## config.mk

```make
export PLATFORM = sky130hd
export DESIGN_NAME = hud_border_overlay_flat
export DESIGN_NICKNAME = d
export VERILOG_FILES = /design/src/rtl/hud_border_overlay_pkg.sv /design/src/rtl/hud_border_overlay_if.sv /design/src/rtl/hud_border_overlay_digit_glyph_rom.sv /design/src/rtl/hud_border_overlay.sv /design/src/flat_wrapper.sv
export SDC_FILE = /design/constraint.sdc
export NUM_CORES = 1
export LEC_CHECK = 0
export ABC_AREA = 1
export BUFFER_PORTS_ARGS = -buffer_cell sky130_fd_sc_hd__buf_2
export CAP_MARGIN = 30
export CORE_MARGIN = 5
export CORE_UTILIZATION = 40
export CTS_CLUSTER_DIAMETER = 200
export DETAILED_ROUTE_END_ITERATION = 16
export PLACE_DENSITY = 0.58
export RECOVER_POWER = 25
export SYNTH_ARGS = -nofsm -noshare
export SYNTH_HDL_FRONTEND = slang
export SYNTH_HIERARCHICAL = 1
export SYNTH_SLANG_ARGS = --single-unit
```

## constraint.sdc

```tcl
create_clock -name vga_clk -period 1.7 [get_ports vga_clk]
set_clock_uncertainty 0.15 [all_clocks]
set_input_delay 0.255 -clock vga_clk [delete_from_list [all_inputs] [get_ports vga_clk]]
set_output_delay 0.255 -clock vga_clk [all_outputs]
set_load 0.05 [all_outputs]
```

## src/rtl/hud_border_overlay_pkg.sv

```systemverilog
// Shared definitions for the HUD border/timer overlay: screen geometry, RGB565
// colours, warning FSM and region encodings, and the seven-segment digit font.
package hud_border_overlay_pkg;

    localparam int unsigned VGA_WIDTH  = 640;
    localparam int unsigned VGA_HEIGHT = 480;

    localparam logic [15:0] RGB565_BLACK = 16'h0000;
    localparam logic [15:0] RGB565_WHITE = 16'hFFFF;
    localparam logic [15:0] RGB565_RED   = 16'hF800;
    localparam logic [15:0] RGB565_SAGE  = 16'h5746;

    typedef enum logic [1:0] {
        StNormal   = 2'd0,
        StBlinkOn  = 2'd1,
        StBlinkOff = 2'd2,
        StExpired  = 2'd3
    } warn_state_e;

    typedef enum logic [1:0] {
        RegGame   = 2'd0,
        RegBorder = 2'd1,
        RegDigit  = 2'd2
    } region_e;

    // 8x16 seven-segment font, MSB is the leftmost column. Segment bits are
    // gfedcba; horizontal bars sit on rows 1/7/14, vertical bars on cols 1/6.
    function automatic logic [7:0] glyph_row(input logic [3:0] digit, input logic [3:0] row);
        logic [6:0] seg;
        logic [7:0] bits;
        case (digit)
            4'd0:    seg = 7'h3F;
            4'd1:    seg = 7'h06;
            4'd2:    seg = 7'h5B;
            4'd3:    seg = 7'h4F;
            4'd4:    seg = 7'h66;
            4'd5:    seg = 7'h6D;
            4'd6:    seg = 7'h7D;
            4'd7:    seg = 7'h07;
            4'd8:    seg = 7'h7F;
            4'd9:    seg = 7'h6F;
            default: seg = 7'h00;
        endcase
        bits = 8'h00;
        if (seg[0] && row == 4'd1)  bits = bits | 8'h7E;
        if (seg[6] && row == 4'd7)  bits = bits | 8'h7E;
        if (seg[3] && row == 4'd14) bits = bits | 8'h7E;
        if (seg[5] && row >= 4'd1 && row <= 4'd7)  bits = bits | 8'h40;
        if (seg[1] && row >= 4'd1 && row <= 4'd7)  bits = bits | 8'h02;
        if (seg[4] && row >= 4'd7 && row <= 4'd14) bits = bits | 8'h40;
        if (seg[2] && row >= 4'd7 && row <= 4'd14) bits = bits | 8'h02;
        return bits;
    endfunction

endpackage

```

## src/rtl/hud_border_overlay_if.sv

```systemverilog
// Pixel stream and timer bus between the game renderer, the overlay and the
// VGA output stage. The master drives coordinates/pixels, the overlay is slave.
interface hud_border_overlay_if #(
    parameter int unsigned DIGITS = 3
);
    logic [9:0]          pix_x;
    logic [9:0]          pix_y;
    logic                pix_valid;
    logic [15:0]         game_pix;
    logic                frame_start;
    logic [4*DIGITS-1:0] time_bcd;
    logic [15:0]         pix_data;
    logic                pix_data_valid;
    logic                warn_active;

    modport master (
        output pix_x, pix_y, pix_valid, game_pix, frame_start, time_bcd,
        input  pix_data, pix_data_valid, warn_active
    );

    modport slave (
        input  pix_x, pix_y, pix_valid, game_pix, frame_start, time_bcd,
        output pix_data, pix_data_valid, warn_active
    );
endinterface

```

## src/rtl/hud_border_overlay_digit_glyph_rom.sv

```systemverilog
// Digit glyph ROM: one DIGIT_W-wide row bitmap per (digit, row), registered
// read. Codes 10..15 are blank, which the overlay also uses to force a blank cell.
module hud_border_overlay_digit_glyph_rom
    import hud_border_overlay_pkg::*;
#(
    parameter int unsigned DIGIT_W = 8
) (
    input  logic               vga_clk,
    input  logic               sys_rst_n,
    input  logic [3:0]         digit,
    input  logic [3:0]         row,
    output logic [DIGIT_W-1:0] bitmap
);

    logic [7:0]         font_row;
    logic [DIGIT_W-1:0] scaled_row;

    assign font_row = glyph_row(digit, row);

    // Stretch or squeeze the 8-column font to the cell width (identity for 8).
    for (genvar c = 0; c < DIGIT_W; c++) begin : g_col
        assign scaled_row[DIGIT_W-1-c] = font_row[7 - (c * 8) / DIGIT_W];
    end

    // Synchronous ROM read.
    always_ff @(posedge vga_clk or negedge sys_rst_n) begin
        if (!sys_rst_n) begin
            bitmap <= '0;
        end else begin
            bitmap <= scaled_row;
        end
    end

endmodule

```

## src/rtl/hud_border_overlay.sv

```systemverilog
// Playfield border and BCD timer HUD compositor. Two-stage pixel pipeline:
// stage 1 classifies the pixel and reads the glyph ROM, stage 2 colours it.
// Optional build macro HUD_LEADING_ZERO_BLANK_EN blanks leading zero digits.
module hud_border_overlay
    import hud_border_overlay_pkg::*;
#(
    parameter int unsigned DIGITS        = 3,
    parameter int unsigned BORDER_W      = 8,
    parameter int unsigned DIGIT_W       = 8,
    parameter int unsigned DIGIT_H       = 16,
    parameter logic [15:0] BORDER_COLOUR = RGB565_SAGE,
    parameter logic [15:0] DIGIT_FG      = RGB565_WHITE,
    parameter logic [15:0] DIGIT_BG      = RGB565_BLACK,
    parameter logic [15:0] WARN_COLOUR   = RGB565_RED,
    parameter int unsigned WARN_THRESH   = 10,
    parameter int unsigned BLINK_FRAMES  = 30
) (
    input logic               vga_clk,
    input logic               sys_rst_n,
    hud_border_overlay_if.slave bus
);

    localparam int unsigned FIELD_W = DIGITS * DIGIT_W;
    localparam logic [9:0] FIELD_X0 = 10'(VGA_WIDTH / 2 - FIELD_W / 2);
    localparam logic [9:0] FIELD_X1 = 10'(VGA_WIDTH / 2 - FIELD_W / 2 + FIELD_W);
    localparam logic [9:0] FIELD_Y0 = 10'(VGA_HEIGHT - DIGIT_H);
    localparam logic [9:0] SCREEN_H = 10'(VGA_HEIGHT);
    localparam logic [9:0] BORDER_L = 10'(BORDER_W);
    localparam logic [9:0] BORDER_R = 10'(VGA_WIDTH - BORDER_W);
    localparam logic [9:0] BORDER_B = 10'(VGA_HEIGHT - BORDER_W);
    localparam int unsigned COL_W = (DIGIT_W > 1) ? $clog2(DIGIT_W) : 1;
    localparam int unsigned CNT_W = (BLINK_FRAMES > 1) ? $clog2(BLINK_FRAMES) : 1;
    localparam logic [CNT_W-1:0] CNT_LAST = CNT_W'(BLINK_FRAMES - 1);
    localparam logic [13:0] THRESH = 14'(WARN_THRESH);

    if (DIGITS < 1 || DIGITS > 4) begin : g_bad_digits
        $error("DIGITS must be 1..4 for the 14-bit timer value");
    end
    if (FIELD_W > VGA_WIDTH - 2 * BORDER_W) begin : g_bad_field
        $error("digit field wider than the playfield");
    end

    logic [4*DIGITS-1:0] snap_q;
    logic [13:0]         live_val;
    warn_state_e         state_q;
    logic [CNT_W-1:0]    frame_cnt_q;
    logic                warn_q;

    logic                in_field;
    logic                in_border;
    region_e             region_d;
    logic [9:0]          dx;
    logic [9:0]          dy;
    logic [9:0]          digit_idx;
    logic [COL_W-1:0]    glyph_col;
    logic [3:0]          glyph_rrow;
    logic [3:0]          nib;
    logic [3:0]          rom_digit;
`ifdef HUD_LEADING_ZERO_BLANK_EN
    logic                zero_run;
`endif

    region_e             region_q;
    logic [COL_W-1:0]    col_q;
    logic [15:0]         game_q;
    logic                valid_q;
    logic [DIGIT_W-1:0]  glyph_bits;

    logic [COL_W-1:0]    bit_sel;
    logic                glyph_bit;
    logic [15:0]         fg;
    logic [15:0]         pix_d;
    logic [15:0]         pix_data_q;
    logic                pix_valid_q;

    // Weighted BCD-to-binary of the live timer; evaluated when it is snapshotted.
    always_comb begin
        live_val = '0;
        for (int i = DIGITS - 1; i >= 0; i--) begin
            live_val = (live_val * 14'd10) + {10'd0, bus.time_bcd[4*i +: 4]};
        end
    end

    // Snapshot the timer once per frame so the display never tears mid-frame.
    always_ff @(posedge vga_clk or negedge sys_rst_n) begin
        if (!sys_rst_n) begin
            snap_q <= '0;
        end else if (bus.frame_start) begin
            snap_q <= bus.time_bcd;
        end
    end

    // Warning FSM with blink counter; advances only on frame_start.
    always_ff @(posedge vga_clk or negedge sys_rst_n) begin
        if (!sys_rst_n) begin
            state_q     <= StNormal;
            frame_cnt_q <= '0;
            warn_q      <= 1'b0;
        end else if (bus.frame_start) begin
            if (live_val == 14'd0) begin
                state_q     <= StExpired;
                frame_cnt_q <= '0;
                warn_q      <= 1'b1;
            end else if (live_val > THRESH) begin
                state_q     <= StNormal;
                frame_cnt_q <= '0;
                warn_q      <= 1'b0;
            end else begin
                warn_q <= 1'b1;
                case (state_q)
                    StNormal: begin
                        state_q     <= StBlinkOn;
                        frame_cnt_q <= '0;
                    end
                    StBlinkOn, StBlinkOff: begin
                        if (frame_cnt_q == CNT_LAST) begin
                            state_q     <= (state_q == StBlinkOn) ? StBlinkOff : StBlinkOn;
                            frame_cnt_q <= '0;
                        end else begin
                            frame_cnt_q <= frame_cnt_q + CNT_W'(1);
                        end
                    end
                    default: ;  // EXPIRED holds until zero or above threshold
                endcase
            end
        end
    end

    // Stage 0: region classification and glyph cell coordinates.
    always_comb begin
        dx         = bus.pix_x - FIELD_X0;
        dy         = bus.pix_y - FIELD_Y0;
        digit_idx  = dx / 10'(DIGIT_W);
        glyph_col  = COL_W'(dx % 10'(DIGIT_W));
        glyph_rrow = 4'(({4'd0, dy} << 4) / 14'(DIGIT_H));
        in_field   = (bus.pix_y >= FIELD_Y0) && (bus.pix_y < SCREEN_H) &&
                     (bus.pix_x >= FIELD_X0) && (bus.pix_x < FIELD_X1);
        in_border  = (bus.pix_x < BORDER_L) || (bus.pix_x >= BORDER_R) ||
                     (bus.pix_y < BORDER_L) || (bus.pix_y >= BORDER_B);
        region_d   = RegGame;
        if (in_field) begin
            region_d = RegDigit;
        end else if (in_border) begin
            region_d = RegBorder;
        end
    end

    // Stage 0: pick the snapshot nibble for this cell; code 4'hF means blank.
    always_comb begin
        nib       = '0;
        rom_digit = 4'hF;
`ifdef HUD_LEADING_ZERO_BLANK_EN
        zero_run  = 1'b1;
`endif
        for (int i = 0; i < DIGITS; i++) begin
            nib = snap_q[4*(DIGITS-1-i) +: 4];
`ifdef HUD_LEADING_ZERO_BLANK_EN
            zero_run = zero_run && (nib == 4'd0);
`endif
            if (in_field && digit_idx == 10'(i)) begin
                rom_digit = nib;
`ifdef HUD_LEADING_ZERO_BLANK_EN
                // Least-significant digit is always drawn.
                if (zero_run && i != DIGITS - 1) begin
                    rom_digit = 4'hF;
                end
`endif
            end
        end
    end

    hud_border_overlay_digit_glyph_rom #(
        .DIGIT_W (DIGIT_W)
    ) u_glyph_rom (
        .vga_clk   (vga_clk),
        .sys_rst_n (sys_rst_n),
        .digit     (rom_digit),
        .row       (glyph_rrow),
        .bitmap    (glyph_bits)
    );

    // Stage 1 registers, aligned with the ROM read.
    always_ff @(posedge vga_clk or negedge sys_rst_n) begin
        if (!sys_rst_n) begin
            region_q <= RegGame;
            col_q    <= '0;
            game_q   <= '0;
            valid_q  <= 1'b0;
        end else begin
            region_q <= region_d;
            col_q    <= glyph_col;
            game_q   <= bus.game_pix;
            valid_q  <= bus.pix_valid;
        end
    end

    // Stage 2: glyph bit select and colour mux.
    always_comb begin
        bit_sel   = COL_W'(DIGIT_W - 1) - col_q;
        glyph_bit = glyph_bits[bit_sel];
        case (state_q)
            StBlinkOff: fg = DIGIT_BG;
            StExpired:  fg = WARN_COLOUR;
            default:    fg = DIGIT_FG;
        endcase
        pix_d = 16'h0000;
        if (valid_q) begin
            case (region_q)
                RegBorder: pix_d = BORDER_COLOUR;
                RegDigit:  pix_d = glyph_bit ? fg : DIGIT_BG;
                default:   pix_d = game_q;
            endcase
        end
    end

    // Stage 2 output registers.
    always_ff @(posedge vga_clk or negedge sys_rst_n) begin
        if (!sys_rst_n) begin
            pix_data_q  <= '0;
            pix_valid_q <= 1'b0;
        end else begin
            pix_data_q  <= pix_d;
            pix_valid_q <= valid_q;
        end
    end

    assign bus.pix_data       = pix_data_q;
    assign bus.pix_data_valid = pix_valid_q;
    assign bus.warn_active    = warn_q;

endmodule

```

## src/flat_wrapper.sv

```systemverilog
// flat-port wrapper written by rule: the top's interface ports become plain ports
module hud_border_overlay_flat import hud_border_overlay_pkg::*;
#(
    parameter int unsigned DIGITS        = 3,
    parameter int unsigned BORDER_W      = 8,
    parameter int unsigned DIGIT_W       = 8,
    parameter int unsigned DIGIT_H       = 16,
    parameter logic [15:0] BORDER_COLOUR = RGB565_SAGE,
    parameter logic [15:0] DIGIT_FG      = RGB565_WHITE,
    parameter logic [15:0] DIGIT_BG      = RGB565_BLACK,
    parameter logic [15:0] WARN_COLOUR   = RGB565_RED,
    parameter int unsigned WARN_THRESH   = 10,
    parameter int unsigned BLINK_FRAMES  = 30
)
  (vga_clk, sys_rst_n, bus_pix_x, bus_pix_y, bus_pix_valid, bus_game_pix, bus_frame_start, bus_time_bcd, bus_pix_data, bus_pix_data_valid, bus_warn_active);
  hud_border_overlay_if #(.DIGITS(DIGITS)) bus_i ();
  input logic vga_clk;
  input logic sys_rst_n;
  input wire logic [$bits(bus_i.pix_x)-1:0] bus_pix_x;
  input wire logic [$bits(bus_i.pix_y)-1:0] bus_pix_y;
  input wire logic [$bits(bus_i.pix_valid)-1:0] bus_pix_valid;
  input wire logic [$bits(bus_i.game_pix)-1:0] bus_game_pix;
  input wire logic [$bits(bus_i.frame_start)-1:0] bus_frame_start;
  input wire logic [$bits(bus_i.time_bcd)-1:0] bus_time_bcd;
  output wire logic [$bits(bus_i.pix_data)-1:0] bus_pix_data;
  output wire logic [$bits(bus_i.pix_data_valid)-1:0] bus_pix_data_valid;
  output wire logic [$bits(bus_i.warn_active)-1:0] bus_warn_active;
  assign bus_i.pix_x = bus_pix_x;
  assign bus_i.pix_y = bus_pix_y;
  assign bus_i.pix_valid = bus_pix_valid;
  assign bus_i.game_pix = bus_game_pix;
  assign bus_i.frame_start = bus_frame_start;
  assign bus_i.time_bcd = bus_time_bcd;
  assign bus_pix_data = bus_i.pix_data;
  assign bus_pix_data_valid = bus_i.pix_data_valid;
  assign bus_warn_active = bus_i.warn_active;
  hud_border_overlay #(.DIGITS(DIGITS), .BORDER_W(BORDER_W), .DIGIT_W(DIGIT_W), .DIGIT_H(DIGIT_H), .BORDER_COLOUR(BORDER_COLOUR), .DIGIT_FG(DIGIT_FG), .DIGIT_BG(DIGIT_BG), .WARN_COLOUR(WARN_COLOUR), .WARN_THRESH(WARN_THRESH), .BLINK_FRAMES(BLINK_FRAMES)) u_core (.vga_clk(vga_clk), .sys_rst_n(sys_rst_n), .bus(bus_i));
endmodule
```

==> results of run 1 <==
cells by family after synthesis:
family / after synthesis / share of synthesized area
DFF: 62 / 0.364
buffers and inverters: 115 / 0.109
adders and majority gates: 44 / 0.136
other: 1 / 0.000881
muxes: 1 / 0.00235
and+or+nand+nor: 268 / 0.287
xor gates and xnor gates: 10 / 0.0223
AOI/OAI and AO/OA: 58 / 0.0779
final timing paths:
| path | endpoint | from | cells after the start |
|---|---|---|---|
| max in group asynchronous | u_core/col_q[0] | sys_rst_n | 3 |
| min in group asynchronous | u_core/col_q[1] | sys_rst_n | 3 |
| max | u_core/frame_cnt_q[4] | bus_time_bcd[9] | 22 |
| min | u_core/bus.warn_active | bus_frame_start | 2 |
| max reg2reg | u_core/frame_cnt_q[4] | u_core/state_q[1] | 8 |
| min reg2reg | u_core/bus.pix_data_valid | u_core/valid_q | 0 |
layer usage:
metal,wire length (um),vias up
li1,-,2143
met1,4560,1850
met2,5350,73
met3,417,18
met4,181,0
met5,0,-
final cells by class:
cell class	count	area (sq um)
fillers	885	3670
multi-input cells	383	2950
flip-flops and latches	62	1550
repair buffers	190	1380
inverters	104	424
well taps	136	170
clock buffers	9	124
clock inverters	7	104
what timing repair did:
action,in CTS,in global routing
resized for setup,70,84
hold buffers,20,0
endpoints found under the setup margin,27,27
pin swaps,42,43
setup buffers,14,7
endpoints found under the hold margin,81,0
layout by cell type (no fill, tap or decap), types with 15 or more instances in the layout:
cell type and instances:
nand3_2 16, nand2_2 16, o21ai_0 15, nor2_1 58, nand3_1 23, dlygate4sd3_1 20, buf_2 62, buf_4 95
ha_4 18, inv_1 83, ha_1 21, nand2_1 92, dfrtp_1 61
cells in the mapped netlist (all sizes together):
library cell / n
nand4: 14
xor2: 6
and2: 1
ha: 40
clkbuf: 4
nand3b: 2
nor3: 4
nor4: 1
clkinv: 1
buf: 7
o41ai: 1
a21boi: 1
mux2i: 1
fa: 4
nand3: 44
o21ai: 30
nor2: 76
dfrtp: 62
nand2: 124
and3: 1
inv: 103
a32o: 1
conb: 1
xnor2: 4
a21oi: 15
o31ai: 2
o211ai: 3
o22ai: 1
or2: 1
o21a: 1
a31oi: 2
o2111ai: 1
through the flow:
| step | instances | area (sq um) | total power [mW] | utilization |
|---|---|---|---|---|
| final | 891 | 6700 | 6.35 | 0.646 |
| after global routing | 891 | 6700 | 6.81 | 0.646 |
| after CTS | 886 | 6360 | 6.04 | 0.613 |
| after detailed placement | 836 | 5520 | 4.21 | 0.532 |
| after global placement | 836 | 5520 | 4.15 | 0.532 |
| after floorplan | 560 | 4440 | 3.42 | - |
state kept, by name (all words and copies together) (netlist names):
signal / flops
u_core/state_q: 2
u_core/region_q: 2
u_core/bus.pix_data: 16
u_core/bus.pix_data_valid: 1
u_core/snap_q: 12
u_core/game_q: 16
u_core/valid_q: 1
u_core/u_glyph_rom/bitmap: 3
u_core/bus.warn_active: 1
u_core/frame_cnt_q: 5
u_core/col_q: 3
where the power goes:
group          internal [mW]  switching, mW
Sequential              1.58         0.0364
Combinational           1.48           1.80
Clock                  0.844          0.614
critical path, cell delays in order:
cell and delay, ns:
buf_6 0.10, ha_4 0.24, ha_4 0.15, fa_2 0.58
inv_4 0.06, nor2_4 0.09, xor2_2 0.17, ha_1 0.29
ha_4 0.30, inv_1 0.12, nand3_1 0.11, nand2_2 0.09
nand2_2 0.05, nand2_2 0.07, nand3_4 0.09, nor2_4 0.14
nand3_2 0.10, nand2_2 0.10, nand2_4 0.08, buf_4 0.14
nand4_1 0.08, nand2_1 0.05
==> results by group, run 1 <==
Yosys
  • Synth Warn #: 6
  • Top cell type by total area after synthesis: dfrtp_1
  • Avg Cell Area, Syn: 7.62 sq um
  • Post-synth design cell area: 4260 sq um
  • Top-area cell type share of the netlist area: 0.364
  • Seq/Total Area, Yosys: 0.364
  • Yosys cell types: between 40 and 50
  • Mapped Cells: 559
  • Synthesis-stage register bit count: 62
  • Ranking of synthesized cells by area: dfrtp_1, ha_1, nand2_1, inv_1, nor2_1

Global route
  • Vias in the first global route: 4,152
  • Busiest grt layer: met2
  • Grt met2 use: 0.297
  • Met1 Track Usage GR: 0.201
  • Initial antenna violation count: 0
  • Total gr overflow: 0
  • Met3 usage: 0.0257
  • First-pass GRT wire length: 17,600 um
  • Tot GR Track Use: 0.166
  • Largest net degree at the start of global routing: 63

Clock tree
  • TritonCTS clock tree: yes
  • Worst-path clk slew: 0.08 ns
  • CTS Sinks: 62
  • CTS Buf Count: 9
  • Clk buf depth: 2
  • Root buffer cell: clkbuf_8
  • H-tree depth: 3
  • Worst-skew pair later-pin latency: 0.34 ns

Hold path
  • HP Class: input pin to flop

Worst setup path
  • CP Max Fanout: 8
  • Required time of the critical path: 1.79 ns
  • Critical Path Start Type: input pin
  • Worst Setup End Kind: flop
  • Crit Path Class: input pin to flop
  • Worst path arrival time: 3.46 ns
  • R2R Setup Slk: -0.19 ns

Placement
  • DP Wirelength: 7780 um
  • IO Port Bufs: 69
  • Routability congestion estimate: 0.836
  • Pre-CTS WS: -2.26 ns

STA
  • Fin crit period: roughly 3.4 ns
  • Final hold slack: approximately 0.051 ns
  • Final Hold Fails: 0
  • Setup ws final: -1.66 ns
  • Final TNS setup: -16.25 ns
  • Final setup violation count: 27
  • Part of the cycle the worst path needs: 1.98
  • Max Clock Freq: 297 MHz
  • Slew Limit Fails: 0
  • Unrepaired setup endpoints after global routing: yes

Die
  • Die ar.: 12,800 sq um
  • Starting density of the core: 0.411
  • FP Rows: 37
  • Die X: 113 um
  • Die Ht: 113 um
  • Core area: 10,400 sq um
  • I/O pin cnt: 70

Detailed routing
  • Total wire length: 10,500 um
  • WL/cell: 11.8 um
  • Post-route DRC: 0
  • DR vias: 4,084
  • Vias per cell: 4.58
  • Post-route ant nets: 0
  • DRT Pass-1 Iters: 4
  • Detailed Route Iter0 Violations: 150

Layout
  • Area growth syn-to-layout: 57.3%
  • Layout Nets: 846
  • Antenna cell count: 0
  • Layout cell share with drive strength beyond 1: 0.430

Outcome
  • Status: finished with violations
  • Violated checks: negative setup slack

Pwr
  • Max VDD drop: 0.843 mV
  • Leak pwr: 3.48 nW
  • Cell area power density: 948 nW/um^2

Flow run
  • Number of max-cap violations: 0
No activity file was read; power rests on OpenSTA's default activity.
==> run 2, diff against run 1 <==
--- a/config.mk
+++ b/config.mk
@@ -5,14 +5,14 @@
 export SDC_FILE = /design/constraint.sdc
 export NUM_CORES = 1
 export LEC_CHECK = 0
-export ABC_AREA = 1
+export ABC_AREA = 0
 export BUFFER_PORTS_ARGS = -buffer_cell sky130_fd_sc_hd__buf_2
 export CAP_MARGIN = 30
 export CORE_MARGIN = 5
 export CORE_UTILIZATION = 40
 export CTS_CLUSTER_DIAMETER = 200
 export DETAILED_ROUTE_END_ITERATION = 16
-export PLACE_DENSITY = 0.58
+export PLACE_DENSITY = 0.59
 export RECOVER_POWER = 25
 export SYNTH_ARGS = -nofsm -noshare
 export SYNTH_HDL_FRONTEND = slang
==> run 2 against run 1 <==
  * The run still ends with negative setup slack left
  * Area after synthesis decreased by 7.1%
  * Total power decreased by 6.2%
  * Largest cell class unchanged
  * Sequential power about the same
  * Worst hold slack got worse by 0.017 ns
  * Non-clock buffer count decreased by 4
  * Register-to-register slack got worse by 0.24 ns
  * Critical path depth decreased by 6
  * First-iteration DRC count decreased by 38%
==> results by group, run 2 <==
Worst setup path
  • Worst Setup End Kind: flop (unchanged)
  • CP delay by family, top: adder cells (unchanged)
  • Crit Path Class: input pin to flop (unchanged)
  • CP most frequent cell: ha_4 (was nand2_2)
  • Critical Path Start Type: input pin (unchanged)
  • CP max stage cell: fa_2 (unchanged)
  • CP bufs+invs: 1 (was 4)
  • Crit-path cells: buf_8 > ha_4 > ha_4 > fa_2 > o211ai_1 > mux2i_1 > a22o_1 > ha_4 > ha_4 > o21a_1 > o31ai_4 > a21bo_1 > a2111o_1 > nand3b_4 > or3b_4 > o41ai_2 (was buf_6 > ha_4 > ha_4 > fa_2 > inv_4 > nor2_4 > xor2_2 > ha_1 > ha_4 > inv_1 > nand3_1 > nand2_2 > nand2_2 > nand2_2 > nand3_4 > nor2_4 > nand3_2 > nand2_2 > nand2_4 > buf_4 > nand4_1 > nand2_1)
  • CP Max Fanout: 5 (was 8)
  • Required time of the critical path: 1.79 ns (about the same)
  • Worst path arrival time: 3.98 ns (was 3.46 ns)
  • CP peak stage delay: 0.57 ns (was 0.58 ns)

Pwr
  • Cell area power density: 972 nW/um^2 (was 948 nW/um^2)
  • Psw: 2.11 mW (was 2.45 mW)
  • Clock share of power: 0.197 (was 0.230)
  • Leak pwr: 2.96 nW (was 3.48 nW)
  • Internal: 3.84 mW (was 3.90 mW)
  • Part of the power in registers: 0.275 (was 0.254)
  • Max VDD drop: 0.455 mV (was 0.843 mV)
  • Switch share: 0.354 (was 0.386)
  • Comb pwr share: 0.528 (was 0.517)

Yosys
  • Post-synth design cell area: 3960 sq um (was 4260 sq um)
  • Ranking of synthesized cells by area: dfrtp_1, ha_1, a21oi_1, inv_1, mux2_2 (was dfrtp_1, ha_1, nand2_1, inv_1, nor2_1)
  • Synth Flop Type: dfrtp_1 (unchanged)
  • Ys async rst share: 1.00 (unchanged)
  • Top-area cell type share of the netlist area: 0.392 (was 0.364)
  • Post-synth EDFFs: 0 (unchanged)
  • Count leader, synth: dfrtp_1 (was nand2_1)
  • Synth top cells by count: dfrtp_1, inv_1, ha_1 (was nand2_1, inv_1, nor2_1)
  • Synthesis-stage register bit count: 62 (unchanged)
  • Mapped Cells: 383 (was 559)
  • Top cell type by total area after synthesis: dfrtp_1 (unchanged)
  • Avg Cell Area, Syn: 10.3 sq um (was 7.62 sq um)
  • Yosys cell types: 67 (was 44)
  • Synth Warn #: 6 (unchanged)
  • Seq/Total Area, Yosys: 0.392 (was 0.364)

Detailed routing
  • Top Layer Used: met4 (unchanged)
  • Met3 Routed Length: 490 um (was 417 um)
  • Met1 WL: 4200 um (was 4560 um)
  • Post-route DRC: 0 (unchanged)
  • DRT Pass-1 Iters: 4 (unchanged)
  • Total wire length: 9740 um (was 10,500 um)
  • Detailed Route Iter0 Violations: 93 (was 150)
  • WL/cell: 13.8 um (was 11.8 um)
  • Post-route ant nets: 0 (unchanged)
  • Vias per cell: 4.95 (was 4.58)
  • DR vias: 3,504 (was 4,084)
  • Detail Route met2 WL: 4830 um (was 5350 um)

STA
  • Unrepaired setup endpoints after global routing: yes (unchanged)
  • Setup ws final: -2.19 ns (was -1.66 ns)
  • Max Clock Freq: 257 MHz (was 297 MHz)
  • Slew Limit Fails: 0 (unchanged)
  • Worst-Margin Slew: 0.782 ns
  • Part of the cycle the worst path needs: 2.29 (was 1.98)
  • Rel. slew slack: 0.479
  • Fin crit period: 3.89 ns (was 3.36 ns)
  • Final setup violation count: 29 (was 27)
  • Final hold slack: 0.0335 ns (was 0.0506 ns)
  • Final Hold Fails: 0 (unchanged)

Clock tree
  • Clk buf depth: 2 (unchanged)
  • Worst-skew pair later-pin latency: 0.34 ns (about the same)
  • H-tree depth: 3 (unchanged)
  • CTS Buf Count: 9 (unchanged)
  • TritonCTS clock tree: yes (unchanged)
  • Worst-path clk slew: 0.07 ns (was 0.08 ns)
  • Root buffer cell: clkbuf_8 (unchanged)
  • CTS Sinks: 62 (unchanged)

Placement
  • IO Port Bufs: 69 (unchanged)
  • Pre-CTS WS: -2.71 ns (was -2.26 ns)
  • Routability congestion estimate: 0.813 (was 0.836)
  • DP Wirelength: 7080 um (was 7780 um)

Global route
  • Tot GR Track Use: 0.179 (was 0.166)
  • Initial antenna violation count: 0 (unchanged)
  • First-pass GRT wire length: 16,900 um (was 17,600 um)
  • Vias in the first global route: 3,694 (was 4,152)
  • Total gr overflow: 0 (unchanged)
  • Largest net degree at the start of global routing: 51 (was 63)

Die
  • FP Rows: 36 (was 37)
  • I/O pin cnt: 70 (unchanged)
  • Die ar.: 12,000 sq um (was 12,800 sq um)
  • Die Ht: 109 um (was 113 um)
  • Core area: 9730 sq um (was 10,400 sq um)
  • Starting density of the core: 0.407 (was 0.411)
  • Die X: 109 um (was 113 um)

Layout
  • Layout Nets: 666 (was 846)
  • Antenna cell count: 0 (unchanged)
  • Most frequent cells in the layout: buf_4, buf_2, dfrtp_1 (was buf_4, nand2_1, inv_1)
  • Most common cell after layout, fill and taps aside: buf_4 (unchanged)
  • Layout cell share with drive strength beyond 1: 0.492 (was 0.430)
  • Area growth syn-to-layout: 54.7% (was 57.3%)

Outcome
  • Violated checks: negative setup slack (unchanged)
  • Status: finished with violations (unchanged)

Flow run
  • Number of max-cap violations: 0 (unchanged)

Hold path
  • HP Class: input pin to flop (unchanged)
[run 2: per-layer routing]
| metal | GRT usage | up-vias |
|---|---|---|
| met4 | 0.0695 | 0 |
| met1 | 0.225 | 1673 |
| li1 | - | 1728 |
| met5 | 0 | - |
| met3 | 0.0493 | 17 |
| met2 | 0.293 | 86 |
[run 2: cell families (layout without fill, tap and decap cells)]
logic type / Yosys count / in the layout / synth area share
AOI/OAI and AO/OA: 98 / 98 / 0.167
xor gates and xnor gates: 14 / 14 / 0.0402
adders and majority gates: 44 / 44 / 0.147
buffers and inverters: 55 / 246 / 0.0607
DFF: 62 / 62 / 0.392
muxes: 23 / 23 / 0.0689
other: 1 / 2 / 0.000948
and+or+nand+nor: 86 / 86 / 0.123
[run 2: worst reg2reg max path, stage by stage (launching register included)]
cell and delay [ns]:
dfrtp_1 0.40, mux4_2 0.50, mux2_4 0.28, a31o_4 0.23, nand3_4 0.08, a21boi_4 0.30
a21oi_1 0.07
[run 2: through the flow]
stage / power (mW) / setup TNS, ns / area (sq um) / cells / utilization
4_1_cts: 5.93 / -24.72 / 6120 / 713 / 0.630
2_1_floorplan: 3.51 / -24.66 / 4220 / 384 / -
3_5_place_dp: 4.38 / -29.40 / 5270 / 653 / 0.542
3_3_place_gp: 4.33 / -28.39 / 5270 / 653 / 0.542
6_report: 5.95 / -24.81 / 6120 / 708 / 0.629
5_1_grt: 6.38 / -27.77 / 6120 / 708 / 0.629
[run 2: timing repair]
item	CTS	global route
pin swaps	31	14
setup buffers	25	4
setup endpoints to repair	27	29
hold endpoints to repair	31	0
hold buffers	20	0
cloned	0	0
resized for setup	68	21
[run 2: path summary, 6_finish.rpt]
path / slack, ns / depth (start not counted) / end / startpoint
max in group asynchronous: 0.32 / 3 / u_core/snap_q[2] / sys_rst_n
min in group asynchronous: 0.36 / 2 / u_core/frame_cnt_q[3] / sys_rst_n
setup reg to reg: -0.43 / 6 / u_core/bus.pix_data[2] / u_core/col_q[0]
hold reg to reg: 0.33 / 2 / u_core/bus.pix_data[12] / u_core/game_q[12]
setup / recovery: -2.19 / 16 / u_core/frame_cnt_q[0] / bus_time_bcd[9]
hold / removal: 0.03 / 2 / u_core/snap_q[3] / bus_time_bcd[3]
[run 2: area by class of cell]
| cell class | count | area, sq um |
|---|---|---|
| Clock inverter | 6 | 46.3 |
| Clock buffer | 10 | 138 |
| Fill cell | 811 | 3610 |
| Multi-Input combinational cell | 267 | 2660 |
| Tap cell | 133 | 166 |
| Sequential cell | 62 | 1550 |
| Timing Repair Buffer | 186 | 1380 |
| Inverter | 44 | 185 |
[run 2: power by group through the flow]
stage          Combinational, mW  Sequential [mW]  Clock [mW]
2_1_floorplan               1.72             1.79           0
3_3_place_gp                2.66             1.66           0
3_5_place_dp                2.72             1.66           0
4_1_cts                     3.08             1.64        1.21
5_1_grt                     3.44             1.65        1.29
6_report                    3.14             1.64        1.17
